--- config.mk ---
export PLATFORM = sky130hd
export DESIGN_NAME = mem_arbiter
export DESIGN_NICKNAME = d
export VERILOG_FILES = /design/src/rtl/mem_arb_pkg.sv /design/src/rtl/rr_pick2.sv /design/src/rtl/mem_arbiter.sv
export SDC_FILE = /design/constraint.sdc
export NUM_CORES = 1
export LEC_CHECK = 0
export ABC_AREA = 1
export CORE_MARGIN = 5
export CORE_UTILIZATION = 43
export DETAILED_ROUTE_END_ITERATION = 10
export GPL_ROUTABILITY_DRIVEN = 0
export GPL_TIMING_DRIVEN = 0
export MAX_ROUTING_LAYER = met4
export PLACE_DENSITY = 0.89
export SLEW_MARGIN = 5
export SYNTH_ARGS = -nofsm -noshare
export SYNTH_HDL_FRONTEND = slang
export SYNTH_HIERARCHICAL = 1
export SYNTH_SLANG_ARGS = --single-unit
--- constraint.sdc ---
create_clock -name clk -period 1.6 [get_ports clk]
set_input_delay 0.4 -clock clk [delete_from_list [all_inputs] [get_ports clk]]
set_output_delay 0.4 -clock clk [all_outputs]
set_load 0.05 [all_outputs]
--- src/rtl/mem_arb_pkg.sv ---
// Shared types and constants for the two-port memory read arbiter.
package mem_arb_pkg;

  typedef enum logic [1:0] {
    ST_IDLE   = 2'd0,
    ST_STROBE = 2'd1,
    ST_WAIT   = 2'd2,
    ST_RESP   = 2'd3
  } arb_state_t;

  localparam logic PORT_IF = 1'b0;
  localparam logic PORT_D  = 1'b1;

  localparam int CNT_W = 3;

endpackage

--- src/rtl/rr_pick2.sv ---
// Combinational two-way picker: round-robin on ties, or port 0 first when FIXED_PRIO is set.
module rr_pick2
  import mem_arb_pkg::*;
#(
  parameter bit FIXED_PRIO = 1'b0
) (
  input  logic req0,
  input  logic req1,
  input  logic last_owner,
  output logic grant_valid,
  output logic grant_idx
);

  always_comb begin
    grant_valid = req0 | req1;
    grant_idx   = PORT_IF;
    if (req0 && req1) begin
      grant_idx = FIXED_PRIO ? PORT_IF : ~last_owner;
    end else if (req1) begin
      grant_idx = PORT_D;
    end
  end

endmodule

--- src/rtl/mem_arbiter.sv ---
// Shares the registered read port of the word memory between instruction fetch (port 0)
// and the data port (port 1); each grant runs strobe -> wait -> one-cycle response.
module mem_arbiter
  import mem_arb_pkg::*;
#(
  parameter int MEM_LATENCY = 1,
  parameter int FIXED_PRIO  = 0
) (
  input  logic        clk,
  input  logic        resetn,
  input  logic        req0,
  input  logic [31:0] addr0,
  output logic [31:0] rdata0,
  output logic        rvalid0,
  input  logic        req1,
  input  logic [31:0] addr1,
  output logic [31:0] rdata1,
  output logic        rvalid1,
  output logic [31:0] mem_addr,
  output logic        mem_rstrb,
  input  logic [31:0] mem_rdata,
  output logic [1:0]  state_dbg
);

  localparam logic [CNT_W-1:0] LAT_LOAD = CNT_W'(MEM_LATENCY);

  arb_state_t        state_q, state_d;
  logic              owner_q, owner_d;
  logic              last_owner_q, last_owner_d;
  logic [CNT_W-1:0]  cnt_q, cnt_d;
  logic [31:0]       mem_addr_q, mem_addr_d;
  logic              mem_rstrb_q, mem_rstrb_d;
  logic [31:0]       rdata0_q, rdata0_d;
  logic [31:0]       rdata1_q, rdata1_d;
  logic              rvalid0_q, rvalid0_d;
  logic              rvalid1_q, rvalid1_d;

  logic grant_valid;
  logic grant_idx;

  rr_pick2 #(
    .FIXED_PRIO (FIXED_PRIO != 0)
  ) u_pick (
    .req0        (req0),
    .req1        (req1),
    .last_owner  (last_owner_q),
    .grant_valid (grant_valid),
    .grant_idx   (grant_idx)
  );

  always_comb begin
    state_d      = state_q;
    owner_d      = owner_q;
    last_owner_d = last_owner_q;
    cnt_d        = cnt_q;
    mem_addr_d   = mem_addr_q;
    mem_rstrb_d  = 1'b0;
    rdata0_d     = rdata0_q;
    rdata1_d     = rdata1_q;
    rvalid0_d    = 1'b0;
    rvalid1_d    = 1'b0;
    unique case (state_q)
      ST_IDLE: begin
        if (grant_valid) begin
          owner_d      = grant_idx;
          last_owner_d = grant_idx;
          mem_addr_d   = (grant_idx == PORT_D) ? addr1 : addr0;
          mem_rstrb_d  = 1'b1;
          state_d      = ST_STROBE;
        end
      end
      ST_STROBE: begin
        cnt_d   = LAT_LOAD;
        state_d = ST_WAIT;
      end
      ST_WAIT: begin
        cnt_d = cnt_q - CNT_W'(1);
        // A count of 1 marks the cycle in which mem_rdata carries our word.
        if (cnt_q == CNT_W'(1)) begin
          if (owner_q == PORT_D) begin
            rdata1_d  = mem_rdata;
            rvalid1_d = 1'b1;
          end else begin
            rdata0_d  = mem_rdata;
            rvalid0_d = 1'b1;
          end
          state_d = ST_RESP;
        end
      end
      ST_RESP: begin
        state_d = ST_IDLE;
      end
      default: begin
        state_d = ST_IDLE;
      end
    endcase
  end

  always_ff @(posedge clk) begin
    if (!resetn) begin
      state_q      <= ST_IDLE;
      owner_q      <= PORT_IF;
      last_owner_q <= PORT_D;
      cnt_q        <= '0;
      mem_addr_q   <= '0;
      mem_rstrb_q  <= 1'b0;
      rdata0_q     <= '0;
      rdata1_q     <= '0;
      rvalid0_q    <= 1'b0;
      rvalid1_q    <= 1'b0;
    end else begin
      state_q      <= state_d;
      owner_q      <= owner_d;
      last_owner_q <= last_owner_d;
      cnt_q        <= cnt_d;
      mem_addr_q   <= mem_addr_d;
      mem_rstrb_q  <= mem_rstrb_d;
      rdata0_q     <= rdata0_d;
      rdata1_q     <= rdata1_d;
      rvalid0_q    <= rvalid0_d;
      rvalid1_q    <= rvalid1_d;
    end
  end

  assign rdata0    = rdata0_q;
  assign rdata1    = rdata1_q;
  assign rvalid0   = rvalid0_q;
  assign rvalid1   = rvalid1_q;
  assign mem_addr  = mem_addr_q;
  assign mem_rstrb = mem_rstrb_q;
  assign state_dbg = state_q;

endmodule
==> summary.log <==
INFO  status         result_of_the_run=completed
INFO  synth          synth_cell_type_count=18
INFO  global_route   maximum_number_of_pins_on_one_net_before_global_route_repair=19
INFO  power_and_ir_drop p_leak=3.641nW
INFO  layout         fill_cells=911
INFO  layout         antenna_cells=0
INFO  sta            worst_pin_slew=0.5257ns
INFO  clocking       tritoncts_clock_tree=built
INFO  clocking       worst_skew_pair.late_latency=0.36ns
INFO  power_and_ir_drop total_switching_power=0.004575W
INFO  layout         seq_area=2127um2
INFO  layout         share_of_layout_cells_above_drive_strength_1=16.61%
INFO  setup_path     worstPathMaxFanout=2
INFO  detailed_routing routed-via-count=4906
INFO  synth          ys.warnings.count=6
INFO  synth          synth-seq-area-share=45.47%
INFO  synth          mappedNetlistArea=4667um2
INFO  power_and_ir_drop fraction_of_power_consumed_by_sequential_logic=33.3%
INFO  global_route   gr-total-overflow=0
INFO  setup_path     critical_path.n_buffers_inverters=1
INFO  detailed_routing routed_wirelength=13670um
INFO  setup_path     critical_path.max_stage_delay=0.40ns
INFO  placed_design  hpwlAfterDp=10710um
INFO  power_and_ir_drop vdd_drop_max=0.8888mV
INFO  detailed_routing drt_first_iter_violations=266
INFO  sta            finClkSkew=0.01657ns
INFO  detailed_routing drt_first_pass_iters=4
INFO  setup_path     worstPathRequired=1.20ns
INFO  layout         layout_cells_excl_fill=1097
INFO  power_and_ir_drop power_report.internal_total=0.005781W
INFO  setup_path     setup.worst_path.start_class=flip-flop
INFO  setup_path     timing.critical_path.cells=clkdlybuf4s15_2
INFO  global_route   antenna_found_initial=0
INFO  detailed_routing drc_errors=0
INFO  clocking       cts-htree-levels=3
INFO  die            row_count=38
INFO  clocking       ctsHoldBuffers=0
INFO  clocking       clockBufferDepth=2
INFO  power_and_ir_drop design_power_total=0.01036W
INFO  sta            timing.fmax=0.6512GHz
INFO  synth          synth_fp_nets=846
INFO  job            max_cap_viol_count=0
INFO  worst_hold_path worst_hold_path_type=in -> reg
INFO  setup_path     timing.critical_path.slowest_stage_cell=clkdlybuf4s15_2
INFO  layout         area_delta_synth_final=55.34%
INFO  global_route   grt_pass1_vias=4671
INFO  power_and_ir_drop switching_fraction_of_total_power=44.18%
INFO  synth          synth.avg_cell_area=6.298um2
INFO  setup_path     setup.reg_to_reg.worst_slack=0.12ns
INFO  die            fp.dieH=114.2um
INFO  power_and_ir_drop share_comb_of_total_power=48.3%
INFO  setup_path     critPathTopFamily=buffers and inverters
INFO  placed_design  port_buffers=199
INFO  die            design.core.area=10750um2
INFO  clocking       clk_pin_slew=0.11ns
INFO  die            initial_utilization=43.43%
INFO  layout         non_filler_cell_area_final=7249um2
INFO  layout         layout.core_utilization=67.47%
INFO  setup_path     critPathArrivalTime=1.14ns
INFO  sta            setup_tns=0ns
INFO  synth          synth.ff_latch_count=106
INFO  sta            timing_max_transition_violations_final=0
INFO  sta            hold_viol=0
INFO  sta            timing.final.crit_share=95.98%
INFO  power_and_ir_drop power.clock.fraction=18.3%
INFO  sta            setup_viol=0
INFO  layout         fin_nets=1057
INFO  clocking       number_of_clock_sinks=106
INFO  die            die_area=13040um2
INFO  global_route   grt_usage=21.18%
INFO  sta            finalWorstPathRequiredPeriod=1.536ns
INFO  die            die_width=114.2um
INFO  die            boundaryPins=201
INFO  detailed_routing routedWlPerCell=12.46um
INFO  clocking       cts_root_buffer=clkbuf_8
INFO  layout         multi_input_area=1967um2
INFO  clocking       cts_buffers=9
INFO  synth          synth_cells=741
INFO  detailed_routing route.detailed.vias_per_inst=4.472
INFO  setup_path     cp-end-kind=primary output
INFO  detailed_routing antenna_violating_nets_post_route=0
INFO  sta            relSlewSlack=64.96%
INFO  global_route   grt_pass1_wl=21620um
INFO  setup_path     criticalPathCategory=reg -> out
INFO  power_and_ir_drop power_per_cell_area=1429nW/um2
INFO  placed_design  dp_cells=1080
INFO  placed_design  post_dp_cell_area=6837um2
[placed cells by master, fill, tap and decap left out, drive strengths merged, types with 5 or more instances in the layout]
| cell type | netlist | routed |
|---|---|---|
| a21oi | 5 | 5 |
| buf | 27 | 27 |
| clkbuf | 12 | 26 |
| clkdlybuf4s15 | 0 | 98 |
| clkdlybuf4s50 | 0 | 98 |
| dfxtp | 106 | 106 |
| ha | 5 | 5 |
| inv | 107 | 109 |
| nand2 | 237 | 237 |
| nand3 | 35 | 35 |
| nor2 | 200 | 200 |
[final cells by class]
cell class	count	share of cell area (%)
clock inverters	6	1.312
inverters	107	5.540
repair buffers	200	29.06
multi-input cells	489	27.13
clock buffers	10	1.899
flip-flops and latches	106	29.34
well taps	140	2.416
plain buffers	39	3.297
[what timing repair did]
item	CTS	global route
buffers inserted	0	1
pin swaps	0	2
setup endpoints to repair	109	102
resized for setup	304	32
[power by group through the flow]
| stage | Sequential (W) | Clock (W) | Combinational [W] |
|---|---|---|---|
| floorplan | 0.00505 | 0 | 0.00178 |
| global placement | 0.00347 | 0 | 0.00494 |
| detailed placement | 0.00349 | 0 | 0.00500 |
| CTS | 0.00343 | 0.00193 | 0.00490 |
| global route | 0.00351 | 0.00204 | 0.00547 |
| finish | 0.00345 | 0.00190 | 0.00501 |
[logic make-up after synthesis]
family                   count (synthesis)  synth area share, %
AO/OA/AOI/OAI                            9               0.9919
adder cells (fa/ha/maj)                  5                1.340
buffers and inverters                  146                12.92
flip-flops                             106                45.47
AND/OR/NAND/NOR                        475                39.28
[cell usage after synthesis]
library cell,n,area (um2)
nor3_1,1,5.000
buf_1,1,3.750
nand4_1,1,6.260
buf_6,2,22.52
a21oi_1,5,25.02
or2_1,1,6.260
clkbuf_1,12,45.04
o21ai_0,3,15.01
buf_2,20,100.1
inv_2,1,3.750
a31oi_1,1,6.260
ha_1,5,62.56
nand3_1,35,175.2
inv_1,106,397.9
buf_4,4,30.03
dfxtp_1,106,2122
nand2_1,237,889.6
nor2_1,200,750.7
[sequential cells by signal (all words and copies together), names as in the netlist]
| register | count |
|---|---|
| cnt_q | 3 |
| last_owner_q | 1 |
| mem_addr | 32 |
| mem_rstrb | 1 |
| owner_q | 1 |
| rdata0 | 32 |
| rdata1 | 32 |
| rvalid0 | 1 |
| rvalid1 | 1 |
| state_dbg | 2 |
[metal layers]
layer / track usage (%) / vias up / wire [um]
li1: - / 2563 / -
met1: 23.30 / 2139 / 5644
met2: 37.82 / 191 / 6591
met3: 6.290 / 13 / 1284
met4: 4.592 / 0 / 148
met5: - / - / 0
[final timing paths]
check	startpoint	end	cells after the start
hold reg to reg	last_owner_q	last_owner_q	2
hold / removal	resetn	mem_addr[5]	5
setup reg to reg	state_dbg[1]	mem_addr[2]	9
setup / recovery	mem_addr[0]	mem_addr[0]	1
[stage by stage]
stage | hold slack [ns] | worst slack, ns
after floorplan | 0.4424 | 0.006997
after global placement | 0.4812 | -0.4185
after detailed placement | 0.4903 | -0.4148
after CTS | 0.5104 | 0.002142
after global routing | 0.5399 | -0.01138
final | 0.5059 | 0.06439
[tightest hold or removal path: stages]
cell,delay (ns)
buf_2,0.15
inv_2,0.15
nor2_1,0.06
nand2_1,0.04
inv_1,0.03
Note: power is estimated with default switching activity, not from simulation.
